==> src/rtl/reward_engine.sv <==
// reward_engine: queues reward requests, scans the neighbour table for the best next-hop Q, emits REWARD packets
// Optional feature macro: REWARD_ENERGY_WEIGHT_EN (rQValue = bestQ/2 + myEnergy/2); default build passes bestQ.
// Ports: clk/rst (async active-high); en/fPacketType/fSourceID/iAmDestination push requests;
//   own node info (myNodeID, myEnergy, myQValue, hopsFromSink, role, chosenCH, hopsFromCH);
//   nTableCount/nTableIndex_reward/mNode* neighbour-table read (1-cycle latency);
//   r* packet fields with reward_valid/reward_ready handshake; req_full/req_drop request-FIFO status.
module reward_engine #(
  parameter int         WORD_WIDTH = 16,
  parameter int         NT_DEPTH   = 32,
  parameter int         REQ_DEPTH  = 4,
  parameter logic [2:0] PKT_DATA   = 3'b011,
  parameter logic [2:0] PKT_REWARD = 3'b100,
  parameter int         IDXW       = $clog2(NT_DEPTH)
) (
  input  logic                  clk,
  input  logic                  rst,
  input  logic                  en,
  input  logic [2:0]            fPacketType,
  input  logic [WORD_WIDTH-1:0] fSourceID,
  input  logic                  iAmDestination,
  input  logic [WORD_WIDTH-1:0] myNodeID,
  input  logic [WORD_WIDTH-1:0] myEnergy,
  input  logic [WORD_WIDTH-1:0] myQValue,
  input  logic [WORD_WIDTH-1:0] hopsFromSink,
  input  logic                  role,
  input  logic [WORD_WIDTH-1:0] chosenCH,
  input  logic [WORD_WIDTH-1:0] hopsFromCH,
  input  logic [IDXW:0]         nTableCount,
  output logic [IDXW-1:0]       nTableIndex_reward,
  input  logic [WORD_WIDTH-1:0] mNodeID,
  input  logic [WORD_WIDTH-1:0] mNodeQValue,
  input  logic [WORD_WIDTH-1:0] mNodeHops,
  output logic [WORD_WIDTH-1:0] rSourceID,
  output logic [WORD_WIDTH-1:0] rEnergyLeft,
  output logic [WORD_WIDTH-1:0] rQValue,
  output logic [WORD_WIDTH-1:0] rSourceHops,
  output logic [WORD_WIDTH-1:0] rDestinationID,
  output logic [WORD_WIDTH-1:0] rChosenCH,
  output logic [WORD_WIDTH-1:0] rHopsFromCH,
  output logic [2:0]            rPacketType,
  output logic                  reward_valid,
  input  logic                  reward_ready,
  output logic                  req_full,
  output logic                  req_drop
);
  localparam int WW = WORD_WIDTH;
  localparam int AW = $clog2(REQ_DEPTH);
  typedef enum logic [1:0] {IDLE, SCAN, BUILD, DONE} state_t;
  state_t          state_q, state_d;
  logic [WW-1:0]   mem_q [REQ_DEPTH];
  logic [AW-1:0]   wp_q, rp_q;
  logic [AW:0]     fcnt_q;
  logic            push, wr, pop;
  logic [IDXW:0]   ncnt_q, k_q, ncnt_clamp;
  logic [IDXW-1:0] idx_q;
  logic [WW-1:0]   best_q, q_fin;
  logic [WW-1:0]   src_q, nrg_q, qv_q, hops_q, dst_q, ch_q, hch_q;
  logic [2:0]      type_q;
  logic            unused_ok;
  assign unused_ok = ^{myQValue, mNodeID};
  assign push = en && iAmDestination && fPacketType == PKT_DATA;
  assign req_full = fcnt_q == (AW+1)'(REQ_DEPTH);
  // a full FIFO still accepts a push when the head is popped in the same cycle
  assign wr = push && (!req_full || pop);
  assign req_drop = push && req_full && !pop;
  assign ncnt_clamp = nTableCount > (IDXW+1)'(NT_DEPTH) ? (IDXW+1)'(NT_DEPTH) : nTableCount;
`ifdef REWARD_ENERGY_WEIGHT_EN
  assign q_fin = (best_q >> 1) + (myEnergy >> 1);
`else
  assign q_fin = best_q;
`endif
  always_ff @(posedge clk or posedge rst)
    if (rst) begin
      wp_q <= '0;
      rp_q <= '0;
      fcnt_q <= '0;
    end else begin
      if (wr) wp_q <= wp_q + AW'(1);
      if (pop) rp_q <= rp_q + AW'(1);
      fcnt_q <= fcnt_q + (AW+1)'(wr) - (AW+1)'(pop);
    end
  always_ff @(posedge clk)
    if (wr) mem_q[wp_q] <= fSourceID;
  always_ff @(posedge clk or posedge rst)
    if (rst) state_q <= IDLE;
    else state_q <= state_d;
  // an empty table still takes one scan cycle, keeping push->valid latency at count+3
  always_comb begin
    state_d = state_q;
    case (state_q)
      IDLE:    state_d = fcnt_q != '0 ? SCAN : IDLE;
      SCAN:    state_d = k_q == ncnt_q ? BUILD : SCAN;
      BUILD:   state_d = DONE;
      DONE:    state_d = reward_ready ? IDLE : DONE;
      default: state_d = IDLE;
    endcase
  end
  always_comb begin
    reward_valid = state_q == DONE;
    pop = reward_valid && reward_ready;
  end
  always_ff @(posedge clk or posedge rst)
    if (rst) begin
      ncnt_q <= '0;
      k_q <= '0;
      idx_q <= '0;
      best_q <= '0;
      src_q <= '0;
      nrg_q <= '0;
      qv_q <= '0;
      hops_q <= '1;
      dst_q <= '0;
      ch_q <= '0;
      hch_q <= '1;
      type_q <= '0;
    end else begin
      if (state_q == IDLE) begin
        ncnt_q <= ncnt_clamp;
        k_q <= '0;
        best_q <= '0;
        idx_q <= '0;
      end
      // cycle k drives index k and evaluates the data returned for index k-1
      if (state_q == SCAN) begin
        k_q <= k_q + (IDXW+1)'(1);
        if (k_q + (IDXW+1)'(1) < ncnt_q) idx_q <= idx_q + IDXW'(1);
        if (k_q != '0 && mNodeHops < hopsFromSink && mNodeQValue > best_q) best_q <= mNodeQValue;
      end
      if (state_q == BUILD) begin
        src_q <= myNodeID;
        nrg_q <= myEnergy;
        qv_q <= q_fin;
        hops_q <= hopsFromSink;
        dst_q <= mem_q[rp_q];
        ch_q <= role ? myNodeID : chosenCH;
        hch_q <= role ? '0 : hopsFromCH;
        type_q <= PKT_REWARD;
      end
      if (pop) idx_q <= '0;
    end
  assign nTableIndex_reward = idx_q;
  assign rSourceID = src_q;
  assign rEnergyLeft = nrg_q;
  assign rQValue = qv_q;
  assign rSourceHops = hops_q;
  assign rDestinationID = dst_q;
  assign rChosenCH = ch_q;
  assign rHopsFromCH = hch_q;
  assign rPacketType = type_q;
endmodule

==> config.mk <==
export PLATFORM = sky130hd
export DESIGN_NAME = reward_engine
export DESIGN_NICKNAME = d
export VERILOG_FILES = /design/src/rtl/reward_engine.sv
export SDC_FILE = /design/constraint.sdc
export NUM_CORES = 1
export LEC_CHECK = 0
export BUFFER_PORTS_ARGS = -buffer_cell sky130_fd_sc_hd__buf_2
export CAP_MARGIN = 20
export CORE_MARGIN = 2
export CORE_UTILIZATION = 45
export DETAILED_ROUTE_END_ITERATION = 8
export PLACE_DENSITY = 0.71
export SLEW_MARGIN = 30
export SYNTH_ARGS = -nofsm -noshare
export SYNTH_HDL_FRONTEND = slang
export SYNTH_SLANG_ARGS = --single-unit
==> constraint.sdc <==
create_clock -name clk -period 7.85 [get_ports clk]
set_input_delay 1.57 -clock clk [delete_from_list [all_inputs] [get_ports clk]]
set_output_delay 1.57 -clock clk [all_outputs]
set_load 0.05 [all_outputs]
==> results of run 1 <==
==> power groups by stage <==
stage | Combinational [mW] | Sequential, mW | Clock [mW]
6_report | 2.43 | 1.84 | 1.22
5_1_grt | 2.61 | 1.89 | 1.29
4_1_cts | 2.45 | 1.84 | 1.24
3_5_place_dp | 2.45 | 1.86 | 0
3_3_place_gp | 2.40 | 1.84 | 0
2_1_floorplan | 0.917 | 2.82 | 0
==> metal layers <==
metal | vias to the layer above | wire [µm] | global-route usage (%)
met1 | 3076 | 9060 | 23.7
met5 | - | 12 | 0
met4 | 2 | 265 | 4.07
met3 | 24 | 1660 | 4.73
met2 | 185 | 10500 | 31.5
li1 | 3146 | - | -
==> placed cells by master, fill, tap and decap left out, types with 3 or more instances in the layout <==
cell        count
buf_4           4
nor2b_1         4
xor2_1          3
a211oi_1        3
o21ai_0        82
and2_1          5
xnor2_1        11
dfrtp_1       123
mux4_2         16
a21o_1          3
inv_1          41
clkbuf_16      24
nor2_1         24
mux2_2         57
clkinvlp_4      3
buf_2         263
bufinv_16       5
inv_6           3
a21oi_1        12
nand3b_1        6
edfxtp_1       64
nand4_1         7
or2_2           3
dfstp_2        32
nand2_1        86
ha_1           45
nand3_1         7
and3_1          4
nand2b_1       20
mux2_4          9
clkbuf_1        5
nor4_1          4
mux2i_1        18
o21a_1          3
==> final timing paths <==
| check | endpoint | startpoint | slack, ns |
|---|---|---|---|
| max reg2reg | rSourceID[0] | state_q[0] | 5.06 |
| min reg2reg | rQValue[3] | rQValue[3] | 0.47 |
| min in group asynchronous | rQValue[13] | rst | 0.98 |
| max | req_drop | fPacketType[1] | 3.79 |
| max in group asynchronous | best_q[6] | rst | 5.78 |
| min | rQValue[3] | rQValue[3] | 0.47 |
==> layout make-up <==
type,instances,share of cell area [%]
Clock buffer,30,5.21
Tap cell,275,2.83
Sequential cell,219,48.1
Inverter,42,1.34
Clock inverter,14,1.85
Timing Repair Buffer,269,11.4
Multi-Input combinational cell,453,29.3
==> state kept, by name, indices dropped and copies added (netlist names) <==
name and count:
best_q 16, fcnt_q 3, k_q 6, mem_q 64, nTableIndex_reward 5, ncnt_q 6, rChosenCH 16, rDestinationID 16
rEnergyLeft 16, rHopsFromCH 16, rPacketType 1, rQValue 16, rSourceHops 16, rSourceID 16, rp_q 2, state_q 2
wp_q 2
==> logic make-up after synthesis <==
family,Yosys count,synth area share [%]
compound gates,109,6.37
xor+xnor,14,1.26
fa+ha+maj,46,6.01
buf+inv,79,3.36
flops,219,60.2
mux,100,13.6
other cells,1,0.0386
simple gates,182,9.24
==> per-stage QoR <==
step                      power (mW)  cell area (µm²)  cells  setup slack (ns)
after floorplan                 3.74             9710    751              2.15
after global placement          4.24            11200   1256              3.57
after detailed placement        4.31            11300   1257              3.71
after CTS                       5.53            12100   1301              3.78
after global routing            5.79            12100   1302              3.74
final                           5.48            12100   1302              3.79
==> critical path, delay by kind of cell <==
| kind | cells | cell delay [ns] |
|---|---|---|
| AND/OR/NAND/NOR | 3 | 0.55 |
| buffers and inverters | 2 | 0.37 |
==> impl_metrics.tcl, run 1 <==
set metrics [dict create \
    status "finished, final reports clean" \
    syn_area_per_cell_um2 12.9 \
    p_comb_share_pct 44.3 \
    period_needed_ns 4.06 \
    seqPwrFrac_pct 33.5 \
    cts_hold_buf 0 \
    pin_count 298 \
    n_antenna_cell 0 \
    die_x_um 151 \
    antenna_found_initial 1 \
    yosysTopAreaCell "dfrtp_1" \
    n_fill_cell 1748 \
    dieArea_um2 22800 \
    skew_ns 0.0116 \
    wirelength_um 21500 \
    vias_per_cell 4.94 \
    leakage_nw 5.64 \
    drc 0 \
    finalSetupViolCount 0 \
    start_kind "input pin" \
    p_sw_mw 2.38 \
    ff_latch_area_um2 5840 \
    cts_tree "yes" \
    fmax_mhz 246 \
    path_max_fanout 4 \
    syn_area_um2 9710 \
    cts_setup_buffers 0 \
    synth-seq-cells 219 \
    grt.total_usage_pct 18.4 \
    clock_path_buffers 3 \
    post-route-util_pct 57.6 \
    grt_overflow 0 \
    synth_area_leaders "dfrtp_1 (32%), edfxtp_1 (20%), dfstp_2 (8.7%)" \
    ys_types 48 \
    cts.clk_slew.worst_paths_ns 0.06 \
    netlist_top_cells_count "dfrtp_1 (123), nand2_1 (86), o21ai_0 (82)" \
    nets 1230 \
    root_buffer "clkbuf_16" \
    cpMostUsedCell "buf_2" \
    intPower_mw 3.10 \
    hold_depth 2 \
    h-tree-depth 1 \
    antenna_left 0 \
    gpl.final_weighted_congestion 0.782 \
    cts_buffers 24 \
    wl_per_cell_um 16.5 \
    yosys_warnings 0 \
    num_vias 6433 \
    synthArstFlopShare_pct 70.8 \
    worst_ep_arrival_time_ns 2.49 \
    drv_cap 0 \
    dp_hpwl_um 15100 \
    required_ns 6.28 \
    min_path_type "register to register" \
    endpoint_kind "output pin" \
    dr.pass1.iters 4 \
    tightest_slew_ns 0.952 \
    rr_worst_depth 3 \
    start_util_pct 46.0 \
    hold_viol_final 0 \
    final_max_slew_viol_count 0 \
    synth_edf_count 64 \
    synthFlopType "dfrtp_1" \
    clock-sinks 219 \
    synth-seq-area-share_pct 60.2 \
    drive_gt1_share_pct 42.3 \
    portBuffers 263 \
    hold_ws_ns 0.470 \
    grt_pass1_vias 6374 \
    worstSetupPathType "input pin to output pin" \
    multi_input_area_um2 3550 \
    rows 53 \
    grt_pass1_wl_um 33000 \
    post_cts_resized 0 \
    drt-initial-drc-count 233 \
    core_region_area_um2 21100 \
    max_slew_margin_pct 36.5 \
    setup_tns_ns 0 \
    clock_latency_ns 0.52 \
    slowest_stage "or2_2" \
    crit_chain "buf_2 > nand4_1 > or2_2 > nor3b_1 > buf_2" \
    power_frac_clock_pct 22.2 \
    grt_max_degree 93 \
    rsz0062_at_grt "no" \
    yosysMostFrequentCell "dfrtp_1" \
    ir_drop_mv 0.270 \
    synth_top_area_share_pct 31.7 \
    critPathMaxStageDelay_ns 0.31 \
    die_h_um 151 \
    cellPowerDensity_nw_per_um2 451 \
    synthCells 750 \
    netSwitchingFraction_pct 43.4 \
    fin_crit_sh_pct 51.8 \
    syn2layout_area_growth_pct 25.1 \
]
(Power assumes the default switching activity.)
==> run 2, diff against run 1 <==
--- a/config.mk
+++ b/config.mk
@@ -5,12 +5,13 @@
 export SDC_FILE = /design/constraint.sdc
 export NUM_CORES = 1
 export LEC_CHECK = 0
+export ABC_AREA = 1
 export BUFFER_PORTS_ARGS = -buffer_cell sky130_fd_sc_hd__buf_2
 export CAP_MARGIN = 20
 export CORE_MARGIN = 2
 export CORE_UTILIZATION = 45
 export DETAILED_ROUTE_END_ITERATION = 8
-export PLACE_DENSITY = 0.71
+export PLACE_DENSITY = 0.74
 export SLEW_MARGIN = 30
 export SYNTH_ARGS = -nofsm -noshare
 export SYNTH_HDL_FRONTEND = slang
==> constraint.sdc (replaced) <==
create_clock -name clk -period 3.5 [get_ports clk]
set_input_delay 0.7 -clock clk [delete_from_list [all_inputs] [get_ports clk]]
set_output_delay 0.7 -clock clk [all_outputs]
set_load 0.05 [all_outputs]
==> run 2 against run 1 <==
- sequential power up 120%
- critical path depth is 2 higher
- register-to-register slack got worse by 3.9 ns
- final cell count up 22%
- clock skew shrank 0.0017 ns
- clock power increased by 110%
- sequential share of layout area down 0.29 points
- highest routed layer is now met4
==> impl_metrics.tcl, run 2 <==
set metrics [dict create \
    dp_cells 1548 \
    nets 1520 \
    start_kind "register" \
    worstSetupPathType "register to output pin" \
    syn_area_per_cell_um2 9.43 \
    synth_edf_count 64 \
    yosys_warnings 0 \
    slowest_stage "dfrtp_1" \
    worst_ep_arrival_time_ns 1.87 \
    period_needed_ns 2.57 \
    path_max_fanout 6 \
    num_vias 7908 \
    rows 53 \
    min_path_type "input pin to asynchronous set/reset pin" \
    drt-initial-drc-count 421 \
    synth_area_leaders "dfrtp_1 (32%), edfxtp_1 (20%), nand2_1 (11%)" \
    antenna_left 0 \
    pin_count 298 \
    endpoint_kind "output pin" \
    cellPowerDensity_nw_per_um2 1010 \
    yosysTopAreaCell "dfrtp_1" \
    n_fill_cell 1854 \
    syn_area_um2 9750 \
    grt_pass1_wl_um 37900 \
    drive_gt1_share_pct 27.2 \
    grt_pass1_vias 7532 \
    synth-seq-area-share_pct 59.9 \
    gpl.final_weighted_congestion 0.870 \
    finalSetupViolCount 0 \
    grt.total_usage_pct 21.1 \
    synth-seq-cells 219 \
    grt_max_degree 92 \
    dp_hpwl_um 17100 \
    final_cell_mix "nand2_1 (283), buf_2 (263), nor2_1 (133)" \
    root_buffer "clkbuf_16" \
    ir_drop_mv 0.622 \
    top_register "mem_q" \
    skew_ns 0.00988 \
    post_cts_resized 0 \
    cts_buffers 24 \
    hold_ws_ns 0.208 \
    syn2layout_area_growth_pct 25.3 \
    final_max_slew_viol_count 0 \
    die_x_um 151 \
    cts.clk_slew.worst_paths_ns 0.06 \
    cts_tree "yes" \
    die_h_um 151 \
    wirelength_um 24700 \
    dr.pass1.iters 5 \
    max_slew_margin_pct 38.5 \
    status "finished, final reports clean" \
    final_common_cell "nand2_1" \
    fin_crit_sh_pct 73.6 \
    clock_latency_ns 0.51 \
    synthCells 1034 \
    vias_per_cell 4.97 \
    synth_top_area_share_pct 31.6 \
    n_antenna_cell 0 \
    fmax_mhz 388 \
    crit_chain "nand2_1 > nor2_1 > buf_4 > inv_1 > nand2_1 > nor2_1 > buf_2" \
    grt_overflow 0 \
    clock-sinks 219 \
    hold_viol_final 0 \
    largest_register_ffs 64 \
    antenna_found_initial 0 \
    final_cells 1592 \
    tightest_slew_ns 0.922 \
    setup_tns_ns 0 \
    total_power_mw 12.4 \
    required_ns 2.80 \
    synthArstFlopShare_pct 70.8 \
    h-tree-depth 1 \
    dieArea_um2 22900 \
    cts_hold_buf 0 \
    rsz0062_at_grt "no" \
    portBuffers 263 \
    core_region_area_um2 21200 \
    wl_per_cell_um 15.5 \
    drv_cap 0 \
    netlist_top_cells_count "nand2_1 (283), nor2_1 (133), dfrtp_1 (123)" \
    yosysMostFrequentCell "nand2_1" \
    clock_path_buffers 3 \
    start_util_pct 46.1 \
    leakage_nw 6.04 \
    drc 0 \
    critPathMaxStageDelay_ns 0.42 \
    cts_setup_buffers 0 \
    ys_types 37 \
    synthFlopType "dfrtp_1" \
]
[run 2: power by group]
group / switching (mW) / internal [mW] / total, mW
logic: 4.31 / 1.41 / 5.72
registers: 0.461 / 3.60 / 4.06
clock network: 1.00 / 1.57 / 2.58
total: 5.78 / 6.59 / 12.4
[run 2: kinds of logic (layout without fill, tap and decap cells)]
family                   count (synthesis)  after routing  synth area share [%]
flip-flops                             219            219                  59.9
XOR/XNOR                                 9              9                 0.808
other                                    1              2                0.0385
AND/OR/NAND/NOR                        472            472                  19.5
AO/OA/AOI/OAI                          158            158                  8.52
buffers and inverters                  129            411                  5.22
adder cells (fa/ha/maj)                 46             46                  5.98
[run 2: routing by layer]
metal	track usage, %	routed length (µm)
met5	0	0
met4	7.66	786
met3	3.70	1800
met2	36.1	11900
met1	26.8	10300
[run 2: final cells by class]
cell class              count  area (µm²)  area share [%]
clock inverters            10         128            1.04
multi-input cells         687        3410            27.9
repair buffers            284        1500            12.3
inverters                  83         317            2.59
well taps                 275         344            2.82
flip-flops and latches    219        5840            47.8
clock buffers              34         679            5.56
[run 2: stage by stage]
step,setup slack (ns),util [%],instance area [µm²]
6_report,0.926,57.8,12200
2_1_floorplan,0.708,-,9760
3_3_place_gp,1.00,53.9,11400
5_1_grt,0.795,57.8,12200
4_1_cts,0.922,57.8,12200
3_5_place_dp,0.974,53.9,11400
[run 2: critical path: cells and delay by family, from the launching register on]
| kind | cells | cell delay (ns) |
|---|---|---|
| buffers and inverters | 3 | 0.56 |
| and+or+nand+nor | 4 | 0.38 |
| DFF | 1 | 0.42 |
[run 2: final timing paths]
path / from / end / slack, ns / cells past startpoint
setup reg to reg: state_q[1] / rSourceHops[1] / 1.11 / 5
setup / recovery: state_q[0] / req_drop / 0.93 / 7
min in group clk: myEnergy[9] / rEnergyLeft[9] / 0.39 / 3
hold / removal: rst / rDestinationID[2] / 0.21 / 2
max in group asynchronous: rst / rSourceHops[10] / 2.47 / 3
hold reg to reg: rHopsFromCH[10] / rHopsFromCH[10] / 0.46 / 2
